<file path="src/rtl/game_pkg.sv">
// Shared game types and constants: enemy state encoding, sprite frame offsets, screen geometry.
package game_pkg;

    typedef enum logic [2:0] {
        WALK_L = 3'd0,
        WALK_R = 3'd1,
        ATTACK = 3'd2,
        DYING  = 3'd3,
        DEAD   = 3'd4
    } enemy_state_e;

    localparam int SCREEN_W      = 640;
    localparam int SCREEN_H      = 480;
    localparam int GROUND_Y      = 440;

    localparam int FRAME_STRIDE_DEF = 50;
    localparam int RIGHT_BASE_DEF   = 0;
    localparam int LEFT_BASE_DEF    = 250;
    localparam int ATK_R_OFS_DEF    = 200;
    localparam int ATK_L_OFS_DEF    = 450;
    localparam int DEAD_OFS_DEF     = 600;

endpackage

</file>
<file path="src/rtl/enemy_actor.sv">
// One patrolling enemy: walk/attack/dying FSM with hp, walk-cycle index and sprite frame.
// kill_o and touch_o are same-cycle pulses qualified by tick; the parent registers them.
module enemy_actor
    import game_pkg::*;
#(
    parameter int CW           = 10,
    parameter int ENEMY_W      = 50,
    parameter int PLAYER_W     = 50,
    parameter int SPEED        = 7,
    parameter int X_MIN        = 10,
    parameter int X_MAX        = 580,
    parameter int HP_INIT      = 3,
    parameter int FRAME_STRIDE = FRAME_STRIDE_DEF,
    parameter int WALK_FRAMES  = 4,
    parameter int RIGHT_BASE   = RIGHT_BASE_DEF,
    parameter int LEFT_BASE    = LEFT_BASE_DEF,
    parameter int ATK_R_OFS    = ATK_R_OFS_DEF,
    parameter int ATK_L_OFS    = ATK_L_OFS_DEF,
    parameter int DEAD_OFS     = DEAD_OFS_DEF,
    parameter int DYING_TICKS  = 8
) (
    input  logic          clk,
    input  logic          rst,
    input  logic          tick_i,
    input  logic          anim_tick_i,
    input  logic          level_start_i,
    input  logic [CW-1:0] spawn_x_i,
    input  logic [CW-1:0] spawn_y_i,
    input  logic [CW-1:0] player_x_i,
    input  logic [CW-1:0] player_y_i,
    input  logic          hit_req_i,
    output logic [CW-1:0] x_o,
    output logic [CW-1:0] y_o,
    output logic [CW-1:0] frame_o,
    output logic          alive_o,
    output logic          kill_o,
    output logic          touch_o
);
    localparam int HPW = (HP_INIT > 1) ? $clog2(HP_INIT + 1) : 1;
    localparam int IW  = (WALK_FRAMES > 1) ? $clog2(WALK_FRAMES) : 1;
    localparam int DW  = (DYING_TICKS > 1) ? $clog2(DYING_TICKS + 1) : 1;

    enemy_state_e  state_q, state_d;
    logic          dir_q, dir_d;
    logic [HPW-1:0] hp_q, hp_d;
    logic [IW-1:0] idx_q, idx_d;
    logic [DW-1:0] cnt_q, cnt_d;
    logic [CW-1:0] x_q, x_d, y_q, frame_q, frame_d;

    logic [CW:0]   x_ext, px_ext;
    logic          overlap, live, same_y;

    assign x_ext   = {1'b0, x_q};
    assign px_ext  = {1'b0, player_x_i};
    assign overlap = (x_ext < px_ext + (CW+1)'(PLAYER_W)) && (px_ext < x_ext + (CW+1)'(ENEMY_W));
    assign live    = (state_q == WALK_L) || (state_q == WALK_R) || (state_q == ATTACK);
    assign same_y  = (y_q == player_y_i);

    always_comb begin
        state_d = state_q;
        dir_d   = dir_q;
        hp_d    = hp_q;
        idx_d   = idx_q;
        cnt_d   = cnt_q;
        x_d     = x_q;
        frame_d = frame_q;
        kill_o  = 1'b0;
        touch_o = 1'b0;

        // Damage resolves before contact, so a killing blow suppresses this tick's touch.
        if (tick_i && live) begin
            if (hit_req_i) hp_d = hp_q - HPW'(1);
            if (hit_req_i && hp_q == HPW'(1)) begin
                state_d = DYING;
                frame_d = CW'(DEAD_OFS);
                cnt_d   = '0;
                kill_o  = 1'b1;
            end else if (state_q == ATTACK) begin
                if (!overlap) state_d = dir_q ? WALK_R : WALK_L;
                else          touch_o = same_y;
            end else if (overlap) begin
                state_d = ATTACK;
                touch_o = same_y;
            end else if (state_q == WALK_L) begin
                if (x_ext <= (CW+1)'(X_MIN + SPEED)) begin
                    x_d     = CW'(X_MIN);
                    state_d = WALK_R;
                    dir_d   = 1'b1;
                    idx_d   = '0;
                end else begin
                    x_d = x_q - CW'(SPEED);
                end
            end else begin
                if (x_ext + (CW+1)'(SPEED) >= (CW+1)'(X_MAX)) begin
                    x_d     = CW'(X_MAX);
                    state_d = WALK_L;
                    dir_d   = 1'b0;
                    idx_d   = '0;
                end else begin
                    x_d = x_q + CW'(SPEED);
                end
            end
        end

        if (anim_tick_i) begin
            case (state_d)
                WALK_L, WALK_R: begin
                    frame_d = CW'((state_d == WALK_R) ? RIGHT_BASE : LEFT_BASE)
                            + CW'(idx_d) * CW'(FRAME_STRIDE);
                    idx_d   = (idx_d == IW'(WALK_FRAMES - 1)) ? '0 : idx_d + IW'(1);
                end
                ATTACK: frame_d = CW'(dir_d ? ATK_R_OFS : ATK_L_OFS);
                DYING: begin
                    if (state_q == DYING) begin
                        if (cnt_q == DW'(DYING_TICKS - 1)) state_d = DEAD;
                        else                               cnt_d   = cnt_q + DW'(1);
                    end
                end
                default: ;
            endcase
        end
    end

    always_ff @(posedge clk) begin
        if (rst) begin
            state_q <= DEAD;
            dir_q   <= 1'b0;
            hp_q    <= '0;
            idx_q   <= '0;
            cnt_q   <= '0;
            x_q     <= '0;
            y_q     <= '0;
            frame_q <= '0;
        end else if (level_start_i) begin
            state_q <= WALK_L;
            dir_q   <= 1'b0;
            hp_q    <= HPW'(HP_INIT);
            idx_q   <= '0;
            cnt_q   <= '0;
            x_q     <= spawn_x_i;
            y_q     <= spawn_y_i;
            frame_q <= CW'(LEFT_BASE);
        end else begin
            state_q <= state_d;
            dir_q   <= dir_d;
            hp_q    <= hp_d;
            idx_q   <= idx_d;
            cnt_q   <= cnt_d;
            x_q     <= x_d;
            frame_q <= frame_d;
        end
    end

    assign x_o     = x_q;
    assign y_o     = y_q;
    assign frame_o = frame_q;
    assign alive_o = (state_q != DEAD);

endmodule

</file>
<file path="src/rtl/enemy_patrol_engine.sv">
// N patrolling enemies advancing on tick/anim_tick; attack edge detect, hit fan-out and
// player_hit / level_clear / kills reduction. All outputs change one cycle after their cause.
module enemy_patrol_engine
    import game_pkg::*;
#(
    parameter int N_ENEMIES    = 4,
    parameter int CW           = 10,
    parameter int ENEMY_W      = 50,
    parameter int PLAYER_W     = 50,
    parameter int SPEED        = 7,
    parameter int X_MIN        = 10,
    parameter int X_MAX        = SCREEN_W - 60,
    parameter int HP_INIT      = 3,
    parameter int ATK_REACH    = 10,
    parameter int FRAME_STRIDE = FRAME_STRIDE_DEF,
    parameter int WALK_FRAMES  = 4,
    parameter int RIGHT_BASE   = RIGHT_BASE_DEF,
    parameter int LEFT_BASE    = LEFT_BASE_DEF,
    parameter int ATK_R_OFS    = ATK_R_OFS_DEF,
    parameter int ATK_L_OFS    = ATK_L_OFS_DEF,
    parameter int DEAD_OFS     = DEAD_OFS_DEF,
    parameter int DYING_TICKS  = 8
) (
    input  logic                    clk,
    input  logic                    rst,
    input  logic                    tick,
    input  logic                    anim_tick,
    input  logic                    level_start,
    input  logic [N_ENEMIES*CW-1:0] spawn_x,
    input  logic [N_ENEMIES*CW-1:0] spawn_y,
    input  logic [CW-1:0]           player_x,
    input  logic [CW-1:0]           player_y,
    input  logic                    facing,
    input  logic                    attack,
    output logic [N_ENEMIES*CW-1:0] enemy_x,
    output logic [N_ENEMIES*CW-1:0] enemy_y,
    output logic [N_ENEMIES*CW-1:0] enemy_frame,
    output logic [N_ENEMIES-1:0]    alive,
    output logic                    player_hit,
    output logic                    level_clear,
    output logic [3:0]              kills
);
    logic attack_q, atk_pend_q, atk_evt, started_q;
    logic player_hit_q, level_clear_q;
    logic [3:0] kills_q, kills_d;
    logic [4:0] kill_sum, kills_sum;
    logic [N_ENEMIES-1:0] hit_req, kill_vec, touch_vec;
    logic [CW+1:0] px2, reach;

    assign atk_evt = attack & ~attack_q;
    assign px2     = {2'b0, player_x};

    // Reach point in front of the player; the leftward one saturates at the screen edge.
    always_comb begin
        if (facing)
            reach = px2 + (CW+2)'(PLAYER_W + ATK_REACH);
        else if (px2 >= (CW+2)'(ATK_REACH))
            reach = px2 - (CW+2)'(ATK_REACH);
        else
            reach = '0;
    end

    for (genvar i = 0; i < N_ENEMIES; i++) begin : g_enemy
        logic [CW+1:0] ex2;
        assign ex2        = {2'b0, enemy_x[i*CW +: CW]};
        assign hit_req[i] = tick & atk_pend_q & (ex2 < reach) & (reach < ex2 + (CW+2)'(ENEMY_W));

        enemy_actor #(
            .CW(CW), .ENEMY_W(ENEMY_W), .PLAYER_W(PLAYER_W), .SPEED(SPEED),
            .X_MIN(X_MIN), .X_MAX(X_MAX), .HP_INIT(HP_INIT), .FRAME_STRIDE(FRAME_STRIDE),
            .WALK_FRAMES(WALK_FRAMES), .RIGHT_BASE(RIGHT_BASE), .LEFT_BASE(LEFT_BASE),
            .ATK_R_OFS(ATK_R_OFS), .ATK_L_OFS(ATK_L_OFS), .DEAD_OFS(DEAD_OFS),
            .DYING_TICKS(DYING_TICKS)
        ) u_actor (
            .clk          (clk),
            .rst          (rst),
            .tick_i       (tick),
            .anim_tick_i  (anim_tick),
            .level_start_i(level_start),
            .spawn_x_i    (spawn_x[i*CW +: CW]),
            .spawn_y_i    (spawn_y[i*CW +: CW]),
            .player_x_i   (player_x),
            .player_y_i   (player_y),
            .hit_req_i    (hit_req[i]),
            .x_o          (enemy_x[i*CW +: CW]),
            .y_o          (enemy_y[i*CW +: CW]),
            .frame_o      (enemy_frame[i*CW +: CW]),
            .alive_o      (alive[i]),
            .kill_o       (kill_vec[i]),
            .touch_o      (touch_vec[i])
        );
    end

    always_comb begin
        kill_sum = '0;
        for (int i = 0; i < N_ENEMIES; i++) kill_sum = kill_sum + 5'(kill_vec[i]);
        kills_sum = {1'b0, kills_q} + kill_sum;
        kills_d   = (kills_sum > 5'd15) ? 4'hF : kills_sum[3:0];
    end

    always_ff @(posedge clk) begin
        if (rst) begin
            attack_q      <= 1'b0;
            atk_pend_q    <= 1'b0;
            started_q     <= 1'b0;
            player_hit_q  <= 1'b0;
            level_clear_q <= 1'b0;
            kills_q       <= '0;
        end else begin
            attack_q   <= attack;
            // A press landing on a tick cycle is held for the following tick.
            atk_pend_q <= tick ? atk_evt : (atk_pend_q | atk_evt);
            if (level_start) begin
                started_q     <= 1'b1;
                player_hit_q  <= 1'b0;
                level_clear_q <= 1'b0;
                kills_q       <= '0;
            end else begin
                player_hit_q  <= player_hit_q | (|touch_vec);
                level_clear_q <= level_clear_q | (started_q & ~|alive);
                kills_q       <= kills_d;
            end
        end
    end

    assign player_hit  = player_hit_q;
    assign level_clear = level_clear_q;
    assign kills       = kills_q;

endmodule

</file>
<file path="config.mk">
export PLATFORM = sky130hd
export DESIGN_NAME = enemy_patrol_engine
export DESIGN_NICKNAME = d
export VERILOG_FILES = /design/src/rtl/game_pkg.sv /design/src/rtl/enemy_actor.sv /design/src/rtl/enemy_patrol_engine.sv
export SDC_FILE = /design/constraint.sdc
export NUM_CORES = 1
export LEC_CHECK = 0
export ABC_AREA = 1
export CELL_PAD_IN_SITES_DETAIL_PLACEMENT = 0
export CELL_PAD_IN_SITES_GLOBAL_PLACEMENT = 1
export CORE_MARGIN = 5
export CORE_UTILIZATION = 35
export DETAILED_ROUTE_END_ITERATION = 7
export PLACE_DENSITY = 0.72
export SLEW_MARGIN = 10
export SYNTH_ARGS = -nofsm -noshare
export SYNTH_HDL_FRONTEND = slang
export SYNTH_SLANG_ARGS = --single-unit
</file>
<file path="constraint.sdc">
create_clock -name clk -period 6 [get_ports clk]
set_input_delay 1.2 -clock clk [delete_from_list [all_inputs] [get_ports clk]]
set_output_delay 1.2 -clock clk [all_outputs]
set_load 0.1 [all_outputs]
</file>
# After elaboration in Yosys (flattened, before gate mapping)
# Index checks and enable logic that the tools add are counted.
dict set report op_classes {
  addsub 43
  mul 4
  order_cmp 26
  n_eq_ne 56
  muxes 244
  bitwise 15
  n_reduce_logical 52
}
# cell n
set op_table {}
lappend op_table {{10-bit 2-to-1 mux} 44}
lappend op_table {{3-bit 2-to-1 mux} 52}
lappend op_table {{10-bit by 6-bit adder with 11-bit output (second input constant)} 10}
lappend op_table {{2-bit 2-to-1 mux} 52}
lappend op_table {{4-bit 2-to-1 mux} 25}
lappend op_table {{10-bit by 11-bit < comparator with 1-bit output} 8}
lappend op_table {{10-bit one-hot mux with 2 select lines} 4}
lappend op_table {{8-bit 2-to-1 mux} 8}
lappend op_table {{1-bit 2-to-1 mux} 53}
lappend op_table {{3-bit by 2-bit equality test with 1-bit output (second input constant)} 16}
lappend op_table {{10-bit by 12-bit < comparator with 1-bit output} 4}
lappend op_table {{12-bit by 11-bit < comparator with 1-bit output} 4}
lappend op_table {{10-bit by 3-bit adder with 11-bit output (second input constant)} 4}
lappend op_table {{11-bit by 10-bit >= comparator with 1-bit output (second input constant)} 4}
lappend op_table {{10-bit by 3-bit adder with 10-bit output (second input constant)} 4}
lappend op_table {{10-bit by 8-bit adder with 10-bit output} 4}
lappend op_table {{10-bit equality test} 4}
lappend op_table {{10-bit by 5-bit less-or-equal comparator with 1-bit output (second input constant)} 4}
lappend op_table {{10-bit by 3-bit subtractor with 10-bit output (second input constant)} 4}
lappend op_table {{9-bit 2-to-1 mux} 4}
lappend op_table {{2-bit by 5-bit multiplier with 7-bit output (second input constant)} 4}
lappend op_table {{3-bit by 1-bit equality test with 1-bit output (second input constant)} 8}
lappend op_table {{3-bit logical NOT} 8}
lappend op_table {{12-bit 2-to-1 mux} 2}
lappend op_table {{other kinds (26)} 106}
dict set report totals {
  regBits 177
  in_bits 107
  output_inout_bits 130
  wordCells 486
}

# Depth between registers and ports, before layout
dict set report depth {
  depth_word 15
  depth_mapped 35
  ltp_nobuf 35
}

# Modules after synthesis
# From an unflattened synthesis, not the netlist that was laid out.
dict set report hier_totals {
  hier_cells 2731
  hier_area_um2 18262.5
}
# module n_inst cells_each area_each_um2 seq_area_each_um2
set modules_own_cells {}
lappend modules_own_cells {{enemy_actor (g_enemy[0].u_actor ...)} 3 546 3731.1 840.8}
lappend modules_own_cells {{enemy_actor (g_enemy[3].u_actor)} 1 543 3624.7 840.8}
lappend modules_own_cells {enemy_patrol_engine 1 550 3444.6 180.2}

# Worst setup path after synthesis
# Ideal clock, no wire load.
dict set report synth_timing {
  path_type {input-to-reg}
  from {in player_x[2]}
  to {reg kills_q[1], in the netlist kills[1]}
  setup_ns 0.132
  t_arrival_ns 5.130
  t_required_ns 5.868
  path_slack_ns 0.738
  path_stages 25
  n_path_buf 0
  cell_sequence {inv_1 -> ha_1 -> inv_1 -> nand2_1 -> nand2_4 -> nor2_4 -> nand2_4 -> nand2_2 -> inv_2 -> a32oi_1 -> inv_1 -> ha_1 -> nand3_1 -> or2_0 -> nand3b_1 -> nand2_1 -> nand4_4 -> nor2_2 -> inv_1 -> fa_1 -> fa_1 -> inv_1 -> fa_1 -> inv_1 -> a21oi_1}
}
dict set report synth_via {
  elab_chain_cells 15
  elab_cells_between_ends 39
  cone_classes {6 x add/sub; 10 x order compare; 11 x mux; 8 x bitwise; 4 x reduce/logical}
}
# item line
set synth_lines {}
lappend synth_lines {{start: declaration} enemy_patrol_engine.sv:31} ;# input logic [CW-1:0] player_x,
lappend synth_lines {{10-bit by 4-bit subtractor with 11-bit output or 10-bit by 4-bit >= comparator with 1-bit output (tied branches)} {enemy_patrol_engine.sv:58, enemy_patrol_engine.sv:57}}
lappend synth_lines {{12-bit 2-to-1 mux} enemy_patrol_engine.sv:57} ;# else if (px2 >= (CW+2)'(ATK_REACH))
lappend synth_lines {{12-bit 2-to-1 mux (*)} enemy_patrol_engine.sv:55} ;# if (facing)
lappend synth_lines {{10-bit by 12-bit < comparator with 1-bit output} enemy_patrol_engine.sv:66} ;# assign hit_req[i] = tick & atk_pend_q & (ex2 < reach) & (reach < ex2 + (CW+2)'(ENEMY_W));
lappend synth_lines {{1-bit AND (2 in a row)} enemy_patrol_engine.sv:66}
lappend synth_lines {{1-bit logical AND} enemy_actor.sv:73} ;# if (hit_req_i && hp_q == HPW'(1)) begin
lappend synth_lines {{1-bit 2-to-1 mux} enemy_actor.sv:73}
lappend synth_lines {{1-bit 2-to-1 mux} enemy_actor.sv:71} ;# if (tick_i && live) begin
lappend synth_lines {{1-bit by 1-bit adder with 2-bit output} enemy_patrol_engine.sv:96} ;# for (int i = 0; i < N_ENEMIES; i++) kill_sum = kill_sum + 5'(kill_vec[i]);
lappend synth_lines {{2-bit by 1-bit adder with 3-bit output} enemy_patrol_engine.sv:96}
lappend synth_lines {{3-bit by 1-bit adder with 4-bit output (*)} enemy_patrol_engine.sv:96}
lappend synth_lines {{4-bit by 4-bit adder with 5-bit output (*)} enemy_patrol_engine.sv:97} ;# kills_sum = {1'b0, kills_q} + kill_sum;
lappend synth_lines {{5-bit by 4-bit > comparator with 1-bit output} enemy_patrol_engine.sv:98} ;# kills_d = (kills_sum > 5'd15) ? 4'hF : kills_sum[3:0];
lappend synth_lines {{4-bit 2-to-1 mux (*)} enemy_patrol_engine.sv:98}
lappend synth_lines {{end signal: assignment} enemy_patrol_engine.sv:121} ;# kills_q <= kills_d;
lappend synth_lines {{end: declaration} enemy_patrol_engine.sv:45} ;# logic [3:0] kills_q, kills_d;
# Every way passes the cells marked *; elsewhere a longest branch is shown, timed or not.
# A chain may end at the register's enable or synchronous reset.

# Worst setup path in the final report
dict set report layout_timing {
  from {in player_x[2]}
  to {reg g_enemy[0].u_actor.frame_q[7]}
}
dict set report layout_via {
  elab_chain_cells 15
  elab_cells_between_ends 35
  cone_classes {4 x add/sub; 1 x mul; 5 x order compare; 2 x eq/ne; 17 x mux; 2 x bitwise; 4 x reduce/logical}
}
# item line
set layout_lines {}
lappend layout_lines {{parallel branches: the longest is 13 deep, another holds 10-bit by 12-bit < comparator with 1-bit output} -}
lappend layout_lines {{10-bit 2-to-1 mux (*)} enemy_actor.sv:105} ;# if (anim_tick_i) begin
lappend layout_lines {{8-bit 2-to-1 mux (*)} enemy_actor.sv:134} ;# end else if (level_start_i) begin
lappend layout_lines {{end signal: assignment} enemy_actor.sv:142} ;# frame_q <= CW'(LEFT_BASE);
lappend layout_lines {{end signal: assignment} enemy_actor.sv:150} ;# frame_q <= frame_d;
lappend layout_lines {{end: declaration} enemy_actor.sv:48} ;# logic [CW-1:0] x_q, x_d, y_q, frame_q, frame_d;
# Mark *: on every way between the ends.

==> flow_metrics.tcl <==
set metrics [dict create \
    wl_um 59900 \
    drtPass1Iterations 5 \
    syn_avg_cell_area_sq_um 6.75 \
    total_leakage_power_nw 9.59 \
    intPower_w 0.00259 \
    whs_path_depth 1 \
    die_h_um 225 \
    ant_nets 0 \
    drt-vias-per-instance 5.14 \
    skew_ns 0.0161 \
    p_clk_share_pct 26.1 \
    start_kind "input pin" \
    cts_root_buf "clkbuf_16" \
    critPathRequiredTime_ns 6.31 \
    hold_class "register to register" \
    die_area_sq_um 50800 \
    grt_pass1_vias 16551 \
    tightest_slew_ns 1.05 \
    ff2ff_path_depth 22 \
    start_util_pct 35.1 \
    dr.first_iter.drc_count 1223 \
    h-tree-depth 4 \
    r2r-start "g_enemy[0].u_actor.x_o[2]" \
    clock_sinks 177 \
    synth_warnings 0 \
    rows 79 \
    wire_per_inst_um 18.0 \
    syn-instance-count 2407 \
    nNetsFinal 3023 \
    gp_congestion 0.908 \
    setup.worst_path.class "input pin to register" \
    p_sw_w 0.00204 \
    switching_share_pct 44.1 \
    grt.overflow.total 0 \
    cts_made_buffers 17 \
    synth_edf_count 0 \
    final_cells 3332 \
    clk_pin_slew_ns 0.08 \
    ys_seq_elements 177 \
    post-route-period-util_pct 94.8 \
    irDropWorstVdd_mv 0.209 \
    hold_buffers 0 \
    whs_endpoint "atk_pend_q" \
    grt_max_degree 78 \
    outcome "finished clean" \
    grt_pass1_wl_um 92600 \
    r2r-end "g_enemy[0].u_actor.frame_o[6]" \
    placedCellCount 3300 \
    placedInstanceArea_sq_um 20000 \
    fmax_ghz 0.176 \
    setup_viol 0 \
    p_per_area_nw_per_um2 225 \
    min-delay-start "attack_q" \
    clk_latency_ns 0.47 \
    end_kind "register" \
    areaGrowthSynthToFinish_pct 27.0 \
    antenna_found_initial 1 \
    drv_cap 0 \
    io_pins 237 \
    power_frac_seq_pct 30.0 \
    cts_tree "yes" \
    fin_area_sq_um 20600 \
    synth_ff_type "dfxtp_1" \
    syn-num-nets 2718 \
    dpl.hpwl_um 47300 \
    syn-cell-area_sq_um 16200 \
    hold_viol_final 0 \
    ff2ff_setup_slack_ns 1.19 \
    drc 0 \
    cts_buffer_depth 2 \
    vias 17132 \
    diodes 0 \
    ys_async_sr_fraction_pct 0 \
    period_needed_ns 5.69 \
    grt.total_usage_pct 22.9 \
    synthDistinctLibCells 67 \
    port-buffer-count 236 \
    seq_area_frac_synth_pct 21.8 \
    p_comb_share_pct 43.9 \
    arrival_ns 6.00 \
    slew_headroom_pct 29.5 \
    core_area_sq_um 46300 \
    die_x_um 225 \
    critPathMaxFanout 13 \
    drive_gt1_share_pct 10.1 \
    final-max-slew-violation-count 0 \
]
area by class of cell:
class | instances | area (sq um)
clock buffers | 17 | 425
repair buffers | 369 | 3370
clock inverters | 15 | 198
multi-input cells | 1864 | 11300
inverters | 283 | 1060
fillers | 4853 | 25600
flip-flops and latches | 177 | 3540
well taps | 607 | 759
state kept, by name, indices dropped and copies added, names as in the netlist:
signal and flops:
kills 4, attack_q 1, g_enemy.u_actor.frame_o 40, atk_pend_q 1, level_clear 1, started_q 1, g_enemy.u_actor.hp_q 8, player_hit 1
g_enemy.u_actor.cnt_q 16, g_enemy.u_actor.y_o 40, g_enemy.u_actor.x_o 40, g_enemy.u_actor.idx_q 8, g_enemy.u_actor.state_q 12, g_enemy.u_actor.dir_q 4
power by group through the flow:
stage,clock network [W],registers [W],logic (W)
after floorplan,0,0.00178,0.00101
after global placement,0,0.00142,0.00200
after detailed placement,0,0.00142,0.00202
after CTS,0.00125,0.00139,0.00203
after global routing,0.00129,0.00140,0.00222
final,0.00121,0.00139,0.00203
cells in the final DEF, fill, tap and decap left out, drive strengths merged, types with 2 or more instances in the layout:
master         instances
o21a                   9
or2                    9
nand3b                 5
nand3                174
a31oi                 15
nand4                 41
xor2                 103
clkinv                 7
o311ai                 6
buf                  135
o22ai                  7
nor3                  38
ha                   201
bufinv                 3
clkdlybuf4s50        234
clkbuf                17
o21bai                 9
a21oi                207
a211oi                20
xnor2                 31
nor2                 261
a21boi                 4
fa                     3
o31ai                  5
a22oi                  2
nand2                481
o221ai                 2
o21ai                185
o211ai                19
o211a                  5
inv                  287
o2111ai                4
dfxtp                177
a21o                   3
nor4                   7
layer usage:
layer  up-vias  GRT usage (%)  wire length (um)
met1      8014           31.8             28300
met4         2           4.84               881
met5         -              0                10
met2       395           38.1             28000
met3        63           3.40              2730
li1       8658              -                 -
synthesized netlist by cell type, drive strengths merged (38+ instances only):
master / number / area (sq um)
nand2: 481 / 1900
inv: 280 / 1050
nor2: 261 / 1060
a21oi: 207 / 1080
ha: 201 / 2510
o21ai: 185 / 945
dfxtp: 177 / 3540
nand3: 174 / 926
xor2: 103 / 902
clkbuf: 50 / 191
nand4: 41 / 320
nor3: 38 / 200
critical path: stages:
cell and delay, ns:
clkdlybuf4s50_1 0.43, inv_1 0.16, ha_1 0.20, inv_1 0.05, nand2_1 0.17, nand2_4 0.09
o311ai_0 0.53, nand2_1 0.20, buf_4 0.21, ha_1 0.29, a21oi_1 0.17, o2111ai_1 0.21
a21oi_4 0.24, nand4_2 0.20, buf_4 0.26, nand3_1 0.13, nor2_2 0.06, inv_2 0.10
ha_1 0.18, ha_1 0.20, nand4_1 0.12, nand3_1 0.11, xor2_1 0.15, nand2_1 0.08
xor2_1 0.14, nand2_1 0.06, a21oi_1 0.06
kinds of logic (layout without fill, tap and decap cells):
kind of cell / count (synthesis) / count (layout) / synth area share [%]
AOI/OAI and AO/OA: 508 / 508 / 18.1
xor gates and xnor gates: 134 / 134 / 7.22
adders and majority gates: 204 / 204 / 15.8
buffers and inverters: 366 / 684 / 8.95
DFF: 177 / 177 / 21.8
and+or+nand+nor: 1018 / 1018 / 28.1
worst max-delay path by stage:
stage	startpoint	to	slack, ns	cells past startpoint
after floorplan	player_x[2]	kills[1]	0.74	25
after global placement	player_x[2]	g_enemy[3].u_actor.frame_o[7]	0.01	29
after detailed placement	player_x[2]	kills[1]	-0.09	26
after CTS	player_x[1]	g_enemy[0].u_actor.frame_o[6]	0.41	24
after global routing	player_x[2]	g_enemy[1].u_actor.frame_o[7]	-0.007	34
final	player_x[2]	g_enemy[0].u_actor.frame_o[7]	0.31	27
timing repair:
action	4_1_cts	5_1_grt
endpoints found under the setup margin	0	5
gates resized for setup	0	5
buffers inserted	0	0
metrics by stage:
step	util, %	worst slack (ns)	setup TNS [ns]	total power, W	hold slack [ns]
after global routing	44.6	-0.00690	-0.00690	0.00492	0.411
final	44.6	0.310	0	0.00463	0.404
after floorplan	-	0.738	0	0.00278	0.396
after global placement	43.2	0.0138	0	0.00342	0.400
after CTS	44.5	0.412	0	0.00467	0.411
after detailed placement	43.2	-0.0884	-0.418	0.00344	0.407
(Power assumes the default switching activity.)
